<file path="src/rtl/qei_pkg.sv">
// Shared constants for the quadrature encoder interface: phase encodings,
// step classification and the default counter width.
package qei_pkg;

    localparam int CNT_W_DEF = 16;

    // Gray-coded quadrature phases in forward order, written as {A,B}
    localparam logic [1:0] PH_0 = 2'b00;
    localparam logic [1:0] PH_1 = 2'b01;
    localparam logic [1:0] PH_2 = 2'b11;
    localparam logic [1:0] PH_3 = 2'b10;

    typedef enum logic [1:0] {
        STEP_NONE = 2'd0,
        STEP_FWD  = 2'd1,
        STEP_BWD  = 2'd2,
        STEP_ILL  = 2'd3
    } step_t;

    function automatic step_t decode_step(input logic [1:0] prev, input logic [1:0] cur);
        step_t step;
        case ({prev, cur})
            {PH_0, PH_1}, {PH_1, PH_2}, {PH_2, PH_3}, {PH_3, PH_0}: step = STEP_FWD;
            {PH_0, PH_3}, {PH_3, PH_2}, {PH_2, PH_1}, {PH_1, PH_0}: step = STEP_BWD;
            {PH_0, PH_0}, {PH_1, PH_1}, {PH_2, PH_2}, {PH_3, PH_3}: step = STEP_NONE;
            default:                                                step = STEP_ILL;
        endcase
        return step;
    endfunction

endpackage

</file>
<file path="src/rtl/qei_sync.sv">
// Multi-flop synchronizer for one asynchronous input bit; clears on reset.
module qei_sync
    import qei_pkg::*;
#(
    parameter int STAGES = 2
) (
    input  logic clk,
    input  logic rst_n,
    input  logic d,
    output logic q
);

    logic [STAGES-1:0] chain_reg;

    always_ff @(posedge clk or negedge rst_n) begin
        if (!rst_n) begin
            chain_reg <= '0;
        end else begin
            chain_reg <= {chain_reg[STAGES-2:0], d};
        end
    end

    assign q = chain_reg[STAGES-1];

endmodule

</file>
<file path="src/rtl/tt_um_jakedrew_qei.sv">
// Quadrature encoder decoder: synchronizes A/B/clear, decodes Gray-code steps
// and maintains a wrapping position counter with a direction flag.
module tt_um_jakedrew_qei
    import qei_pkg::*;
#(
    parameter int CNT_W       = CNT_W_DEF,
    parameter int SYNC_STAGES = 2
) (
    input  logic       clk,
    input  logic       rst_n,
    input  logic       ena,
    input  logic [7:0] ui_in,
    output logic [7:0] uo_out,
    input  logic [7:0] uio_in,
    output logic [7:0] uio_out,
    output logic [7:0] uio_oe
);

    logic [2:0]       raw_in;
    logic [2:0]       sync_out;
    logic [1:0]       ab_cur;
    logic             clr_sync;
    logic [1:0]       prev_reg;
    logic [CNT_W-1:0] count_reg;
    logic [CNT_W-1:0] count_next;
    logic             dir_reg;
    logic             dir_next;
    step_t            step;

    // Bit order: 0 = A, 1 = B, 2 = clear
    assign raw_in = ui_in[2:0];

    generate
        for (genvar gi = 0; gi < 3; gi++) begin : g_sync
            qei_sync #(.STAGES(SYNC_STAGES)) u_sync (
                .clk   (clk),
                .rst_n (rst_n),
                .d     (raw_in[gi]),
                .q     (sync_out[gi])
            );
        end
    endgenerate

    assign ab_cur   = {sync_out[0], sync_out[1]};
    assign clr_sync = sync_out[2];
    assign step     = decode_step(prev_reg, ab_cur);

    always_comb begin
        count_next = count_reg;
        dir_next   = dir_reg;
        if (clr_sync) begin
            count_next = '0;
        end else if (step == STEP_FWD) begin
            count_next = count_reg + 1'b1;
            dir_next   = 1'b1;
        end else if (step == STEP_BWD) begin
            count_next = count_reg - 1'b1;
            dir_next   = 1'b0;
        end
    end

    // Previous phase tracks every sample, including illegal jumps
    always_ff @(posedge clk or negedge rst_n) begin
        if (!rst_n) begin
            prev_reg  <= 2'b00;
            count_reg <= '0;
            dir_reg   <= 1'b0;
        end else begin
            prev_reg  <= ab_cur;
            count_reg <= count_next;
            dir_reg   <= dir_next;
        end
    end

    assign uo_out  = {dir_reg, count_reg[6:0]};
    assign uio_out = count_reg[15:8];
    assign uio_oe  = 8'hFF;

    logic unused_ok;
    assign unused_ok = &{1'b0, ena, uio_in, ui_in[7:3], count_reg[7]};

endmodule

</file>
<file path="config.mk">
export PLATFORM = sky130hd
export DESIGN_NAME = tt_um_jakedrew_qei
export DESIGN_NICKNAME = d
export VERILOG_FILES = /design/src/rtl/qei_pkg.sv /design/src/rtl/qei_sync.sv /design/src/rtl/tt_um_jakedrew_qei.sv
export SDC_FILE = /design/constraint.sdc
export NUM_CORES = 1
export LEC_CHECK = 0
export CAP_MARGIN = 20
export CORE_ASPECT_RATIO = 0.9
export CORE_MARGIN = 3
export CORE_UTILIZATION = 30
export CTS_CLUSTER_SIZE = 8
export DETAILED_ROUTE_END_ITERATION = 8
export GPL_TIMING_DRIVEN = 1
export PLACE_DENSITY = 0.55
export SKIP_CTS_REPAIR_TIMING = 1
export SYNTH_ARGS = -nofsm -noshare
export SYNTH_HDL_FRONTEND = slang
export SYNTH_HIERARCHICAL = 1
export SYNTH_SLANG_ARGS = --single-unit
</file>
<file path="constraint.sdc">
create_clock -name clk -period 4.35 [get_ports clk]
set_clock_uncertainty 0.1 [all_clocks]
set_input_delay 0.435 -clock clk [delete_from_list [all_inputs] [get_ports clk]]
set_output_delay 0.435 -clock clk [all_outputs]
set_load 0.02 [all_outputs]
</file>
# Word level (Yosys, flattened, before mapping)
# Memory sizes are Yosys's and may differ from the RTL's.
# Cells that the tools add are included.
[totals] ff_bits=25 romBits=32 inputBits=19 output_inout_bits=24 wordCells=20 memories=1
[memory_table] name="(name not given)" depth=16 word_bits=2 read_ports=1 rd_ports_with_merged_regs=0 wr=0 line="qei_pkg.sv:22" source="case ({prev, cur})"
[op_classes] add_sub_neg=2 n_eq_ne=2 muxes=5 n_bitwise=1 reduce_logical=3
[op_table] operator="two-way mux 16 bit" count=3
[op_table] operator="adder 16 x 1 -> 16 bit, second input constant" count=1
[op_table] operator="subtractor 16 x 1 -> 16 bit, second input constant" count=1
[op_table] operator="nonzero test 3 bit" count=1
[op_table] operator="equality test 2 x 1 -> 1 bit, second input constant" count=1
[op_table] operator="equality test 2 bit, second input constant" count=1
[op_table] operator="two-way mux 1 bit" count=2
[op_table] operator="AND reduction 2 bit" count=1
[op_table] operator="nonzero test 2 bit" count=1
[op_table] operator="NOT 1 bit" count=1

# Logic depth before layout (Yosys ltp)
# Gate-level depths: netlist of the first run.
# An unclocked memory read counts as a cell.
[logic_depth] ltp_word=5 ltp_mapped=14 depth_no_buf=13

# Modules after synthesis
# The synthesis of the first run kept the hierarchy.
[by_module_without_submodules] mod="tt_um_jakedrew_qei" n_inst=1 cells_each=190 area_per_inst_um2=1820.5 seq_area_each_um2=475.5
[by_module_without_submodules] mod="qei_sync" n_inst=3 cells_each=2 area_per_inst_um2=50.0 seq_area_each_um2=50.0

# Worst setup path after synthesis of the first run
# No wires, ideal clock.
[synth_path] path_type="register to register" from="reg g_sync[0].u_sync.chain_reg[1]" to="reg count_reg[15]" setup_ns=0.128 t_arrival_ns=3.017 required_time_ns=4.122 setup_slack_ns=1.105 path_stages_with_launch=15 path_buffers=1 period_less_slack_ns=3.245 path_cell_list="dfrtp_1 -> nor2b_1 -> o21ai_0 -> o21a_1 -> inv_1 -> ha_1 -> inv_1 -> ha_1 -> buf_6 -> a21o_1 -> a31o_1 -> a311oi_2 -> nand3_1 -> mux2i_1 -> nand3_1"
[synth_between] elab_chain_cells=4 word_cells_on_any_way=6 classes_between="eq/ne (2); mux (2); reduce/logical (1); memory (1)"
[synth_rtl] element="start: declaration" line="qei_sync.sv:13" source="logic [STAGES-1:0] chain_reg;"
[synth_rtl] element="start signal: assignment" line="qei_sync.sv:19" source="chain_reg <= {chain_reg[STAGES-2:0], d};"
[synth_rtl] element="memory read (16 x 2 bit) (*)"
[synth_rtl] element="equality test 2 x 1 -> 1 bit" line="tt_um_jakedrew_qei.sv:53" source="end else if (step == STEP_FWD) begin"
[synth_rtl] element="two-way mux 16 bit" line="tt_um_jakedrew_qei.sv:53"
[synth_rtl] element="two-way mux 16 bit" line="tt_um_jakedrew_qei.sv:51" source="if (clr_sync) begin"
[synth_rtl] element="end signal: assignment" line="tt_um_jakedrew_qei.sv:70" source="count_reg <= count_next;"
[synth_rtl] element="end: declaration" line="tt_um_jakedrew_qei.sv:24" source="logic [CNT_W-1:0] count_reg;"
# Mark *: on every way between the ends. The rest lies on a longest branch, timed or not.
# A chain may end at the register's enable or synchronous reset.

# Worst setup path in the final report of the first run
# Ends and elaborated chain as after synthesis.

==> flow_metrics.py, run 1 <==
metrics = {
    "floorplanning": {
        "die_height_um": 82.9,
        "dieArea_um2": 7580,
        "ios": 43,
        "initial_utilization_pct": 31.5,
        "coreArea_um2": 6250,
        "dieWidth_um": 91.4,
        "rows": 27,
    },
    "clocking": {
        "cts_tree": "built",
        "clock_path_buffers": 2,
        "path_clk_slew_ps": 80,
        "clock_sinks": 25,
        "clkLatencyLatePin_ps": 270,
        "cts_buffers": 3,
        "root_buffer": "clkbuf_8",
        "h-tree-depth": 1,
    },
    "sta": {
        "rsz0062_at_grt": "no",
        "finalHoldViolCount": 0,
        "setup_violations": 0,
        "fmax_ghz": 0.285,
        "setup-tns-final_ps": 0,
        "slew_viol_final": 0,
        "finalCritPeriodShare_pct": 80.8,
        "fin_crit_ps": 3510,
    },
    "synthesis": {
        "synth_top_area_cell": "dfrtp_1",
        "synth_edf_count": 0,
        "synth_top_area_share_pct": 31.7,
        "ys_warn_count": 6,
        "ys_ff_latch": 25,
        "synth_cell_types": 46,
        "ys_seq_area_share_pct": 31.7,
        "syn_avg_cell_area_um2": 10.1,
        "syn_area_um2": 1970,
        "synth_ff_type": "dfrtp_1",
        "synthArstFlopShare_pct": 100,
        "yosys-top-cells-area": "dfrtp_1 (32%), ha_1 (12%), buf_4 (9.5%)",
        "synthCells": 196,
    },
    "placement": {
        "gp_congestion": 0.812,
        "dpl.hpwl_um": 2800,
        "place.port_buffers": 20,
    },
    "drt": {
        "drc": 0,
        "drtAntennaViolNets": 0,
        "routed_wl_um": 3790,
        "drtIter0Drc": 94,
        "wire_per_inst_um": 13.2,
        "vias_per_cell": 4.89,
        "num_vias": 1399,
        "drt-pass1-iter-count": 4,
    },
    "layout": {
        "n_antenna_cell": 0,
        "area_delta_synth_final_pct": 8.00,
        "fin_nets": 239,
        "largest_reg_flops": 16,
        "drive_gt1_share_pct": 9.05,
        "fin_util_pct": 34.1,
    },
    "grt": {
        "grt_use_total_pct": 10.3,
        "grt_pass1_wl_um": 6490,
        "grt_pass1_vias": 1304,
        "grt_max_degree": 26,
        "antenna_found_initial": 0,
        "overflow": 0,
    },
    "power": {
        "internal_power_uw": 795,
        "p_sw_uw": 633,
        "p_seq_share_pct": 24.2,
        "p_sw_share_pct": 44.3,
        "pwr-share-clk_pct": 9.7,
        "powerDensity_nw_per_um2": 671,
        "combPwrFrac_pct": 66.1,
        "vdd_drop_max_uv": 158,
        "leakage_nw": 0.972,
    },
    "critical_path": {
        "crit_arrival_ps": 3560,
        "start_kind": "flop",
        "cp_max_fo": 12,
        "crit_type": "reg -> reg",
        "end_kind": "flop",
        "r2r-end": "count_reg[15]",
        "critPathRequiredTime_ps": 4390,
        "reg2reg_slack_ps": 840,
        "r2r_start": "g_sync[0].u_sync/chain_reg[1]",
        "r2r_cells": 14,
    },
    "min_path": {
        "min_path_type": "reg -> reg",
        "min_path_cells": 0,
        "hp-start": "g_sync[2].u_sync/chain_reg[0]",
        "worstHoldEndpoint": "g_sync[2].u_sync/chain_reg[1]",
    },
    "run_status": {
        "status": "completed",
    },
    "job": {
        "cap_violations": 0,
    },
}
[how the worst max path moves through the flow]
stage | start | endpoint | slack [ps] | cells past startpoint
finish | g_sync[0].u_sync/chain_reg[1] | count_reg[15] | 840 | 14
global route | g_sync[0].u_sync/chain_reg[1] | count_reg[15] | 560 | 14
global placement | g_sync[0].u_sync/chain_reg[1] | count_reg[15] | 900 | 14
detailed placement | g_sync[0].u_sync/chain_reg[1] | count_reg[15] | 860 | 14
floorplan | g_sync[0].u_sync/chain_reg[1] | count_reg[15] | 1100 | 14
CTS | g_sync[0].u_sync/chain_reg[1] | count_reg[15] | 840 | 14
[cell type report]
cell class / count / area (um2)
clock buffers: 4 / 45.0
fillers: 636 / 4120
multi-input cells: 140 / 1090
inverters: 6 / 22.5
well taps: 87 / 109
repair buffers: 24 / 234
flip-flops and latches: 25 / 626
[stage by stage]
step	hold WS (ps)	area [um2]	setup slack (ps)	power [mW]	instances
after floorplan	39.4	2000	1100	1.17	203
final	255	2130	837	1.43	286
after global placement	234	2070	902	1.28	281
after global routing	266	2130	560	1.55	286
after CTS	258	2120	843	1.43	285
after detailed placement	239	2070	855	1.29	281
[placed cells by master (no fill, tap or decap), types with 2 or more instances in the layout]
cell / n
conb_1: 8
buf_4: 3
nand3_1: 7
nand4_1: 3
nor2_1: 7
ha_1: 19
o211ai_1: 5
clkbuf_8: 3
o21a_1: 3
a21o_1: 6
a22o_1: 13
a21oi_1: 10
o21ai_2: 2
and3_2: 2
inv_1: 6
clkdlybuf4s50_1: 20
nand2_1: 6
mux2i_1: 2
dfrtp_1: 25
xnor2_1: 5
o21bai_1: 2
and3_1: 2
nor3_1: 3
o21ai_0: 8
xor2_1: 8
[critical path, stage by stage (launching register included)]
cell and delay [ps]:
dfrtp_1 450, nor2b_1 160, o21ai_0 140, o21a_1 160, inv_1 50, ha_1 250
inv_1 360, buf_4 270, ha_1 330, a21o_1 200, a31o_1 210, a311oi_2 330
nand3_1 150, mux2i_1 160, nand3_1 90
[cells in the mapped netlist (2+ instances only)]
cell type,number
a21o_1,6
a21oi_1,10
a22o_1,13
and3_1,2
and3_2,2
buf_4,25
buf_6,3
clkbuf_1,2
dfrtp_1,25
ha_1,19
inv_1,6
mux2i_1,2
nand2_1,6
nand3_1,7
nand4_1,3
nor2_1,7
nor3_1,3
o211ai_1,5
o21a_1,3
o21ai_0,8
o21ai_2,2
o21bai_1,2
xnor2_1,5
xor2_1,8
[cell families (layout without fill, tap and decap cells)]
group           Yosys count  count (layout)  synth area share, %
other cells               1               8                0.190
fa+ha+maj                20              20                 13.1
mux                       2               2                 1.02
simple gates             36              36                 9.52
xor+xnor                 13              13                 5.78
compound gates           61              61                 24.5
buf+inv                  38              34                 14.2
flops                    25              25                 31.7
[layer usage]
layer  share of wire (%)  vias up  global-route usage, %
li1                    -      691                      -
met1                  50      676                   14.8
met2                  45       30                   15.7
met3                 3.7        2                   1.99
met4                0.71        0                   2.47
met5                   0        -                      0
[power groups by stage]
stage,logic (mW),clock network [mW],registers [mW]
after floorplan,0.834,0,0.333
after global placement,0.933,0,0.349
after detailed placement,0.937,0,0.350
after CTS,0.942,0.142,0.347
after global routing,1.04,0.149,0.357
final,0.944,0.138,0.345
No activity file was read; power rests on OpenSTA's default activity.
==> run 2, diff against run 1 <==
clock period = 3.37 ns   (was 4.35 ns; I/O delays follow)
==> run 2 against run 1 <==
Critical endpoint unchanged. Global-route usage rose by 0.055 points. Worst hold slack improved by 7.1 ps. Sequential cell count did not move. Largest power group unchanged. Maximum frequency rose by 13%. Final cell count rose by 1.4%.
==> flow_metrics.py, run 2 (synthesis results as in run 1) <==
metrics = {
    "run_status": {
        "status": "completed",
    },
    "grt": {
        "antenna_found_initial": 0,
        "grt_pass1_wl_um": 6470,
        "grt_max_degree": 26,
        "grt_busiest_layer": "met2",
        "grt_use_met1_pct": 14.9,
        "overflow": 0,
        "globalRouteMet2Util_pct": 15.9,
        "grtUsageMet3_pct": 2.17,
        "grt_pass1_vias": 1285,
        "grt_use_total_pct": 10.3,
    },
    "layout": {
        "seq_area_um2": 627,
        "area_delta_synth_final_pct": 9.90,
        "fillers": 653,
        "n_antenna_cell": 0,
        "final_common_cell": "dfrtp_1",
        "final_cell_mix": "dfrtp_1 (24), clkdlybuf4s50_1 (20), ha_1 (17)",
        "fin_util_pct": 34.7,
        "multi_input_area_um2": 1100,
        "largest_reg_flops": 16,
        "fin_nets": 243,
        "drive_gt1_share_pct": 13.3,
    },
    "sta": {
        "fmax_ghz": 0.321,
        "setup-tns-final_ps": 0,
        "worstMarginPinSlew_ps": 544,
        "max-slew-margin-rel_pct": 63.6,
        "finalCritPeriodShare_pct": 92.6,
        "setup_violations": 0,
        "rsz0062_at_grt": "no",
        "slew_viol_final": 0,
        "fin_crit_ps": 3120,
        "finalHoldViolCount": 0,
    },
    "critical_path": {
        "critPathSlowestCell": "dfrtp_2",
        "crit_arrival_ps": 3230,
        "reg2reg_slack_ps": 250,
        "slowest_delay_ps": 450,
        "end_kind": "flop",
        "cp_max_fo": 11,
        "crit_chain": "nor2_1 > o21ai_0 > o21a_1 > inv_1 > ha_2 > inv_1 > buf_4 > ha_1 > buf_4 > and4_1 > and3_1 > o211ai_1 > a2111o_1 > nand3_1",
        "start_kind": "flop",
        "crit_type": "reg -> reg",
        "critPathRequiredTime_ps": 3480,
    },
    "placement": {
        "gp_congestion": 0.808,
        "dpl.hpwl_um": 2910,
        "place.port_buffers": 20,
    },
    "power": {
        "vdd_drop_max_uv": 216,
        "finalPower_mw": 1.87,
        "leakage_nw": 0.988,
        "powerDensity_nw_per_um2": 862,
    },
    "drt": {
        "routed_wl_um": 3840,
        "vias_per_cell": 4.73,
        "drt-pass1-iter-count": 4,
        "drc": 0,
        "drtIter0Drc": 52,
        "drtAntennaViolNets": 0,
        "wire_per_inst_um": 13.2,
        "num_vias": 1372,
    },
    "floorplanning": {
        "ios": 43,
        "dieArea_um2": 7580,
        "rows": 27,
        "dieWidth_um": 91.4,
        "coreArea_um2": 6250,
        "die_height_um": 82.9,
        "initial_utilization_pct": 31.5,
    },
    "clocking": {
        "clock_sinks": 25,
        "h-tree-depth": 1,
        "cts_buffers": 3,
        "clkLatencyLatePin_ps": 270,
        "clock_path_buffers": 2,
        "path_clk_slew_ps": 90,
        "root_buffer": "clkbuf_8",
        "cts_tree": "built",
    },
    "job": {
        "cap_violations": 0,
    },
    "min_path": {
        "min_path_type": "reg -> reg",
    },
}
==> run 2: critical path: cells and delay by family (launching register included) <==
kind	cells	cell delay, ps
adders and majority gates	2	530
buffers and inverters	4	470
and+or+nand+nor	4	700
AOI/OAI and AO/OA	4	820
DFF	1	450
==> run 2: power by group <==
part | internal [mW] | leakage, nW | switching (mW) | total (mW)
sequential | 0.373 | 0.318 | 0.0691 | 0.442
clock | 0.0828 | 0.0255 | 0.100 | 0.183
combinational | 0.585 | 0.645 | 0.656 | 1.24
==> run 2: cell type report <==
cell class	count	share of cell area, %
clock buffer	3	1.91
clock inverter	1	0.231
inverter	6	1.04
multi-input combinational	140	50.8
sequential	25	28.9
tap	87	5.03
timing repair buffer	28	12.0
==> run 2: layer usage <==
layer	share of wire, %	vias up
li1	-	703
met1	51	642
met2	45	25
met3	3.1	2
met4	0.65	0
met5	0	-
==> run 2: path summary, 6_finish.rpt <==
check                                              start  depth (start not counted)                       endpoint
max                        g_sync[0].u_sync/chain_reg[1]                         14                  count_reg[15]
min in group asynchronous                          rst_n                          2                   count_reg[6]
min reg2reg                g_sync[1].u_sync/chain_reg[0]                          0  g_sync[1].u_sync/chain_reg[1]
max in group asynchronous                          rst_n                          2  g_sync[0].u_sync/chain_reg[1]
min                        g_sync[1].u_sync/chain_reg[0]                          0  g_sync[1].u_sync/chain_reg[1]
max reg2reg                g_sync[0].u_sync/chain_reg[1]                         14                  count_reg[15]
==> run 2: through the flow <==
stage	area [um2]	setup WS, ps	hold slack (ps)	cells
2_1_floorplan	2000	125	-58.6	203
3_3_place_gp	2110	231	233	286
3_5_place_dp	2110	198	239	286
4_1_cts	2160	163	265	290
5_1_grt	2170	16.0	266	290
6_report	2170	250	263	290
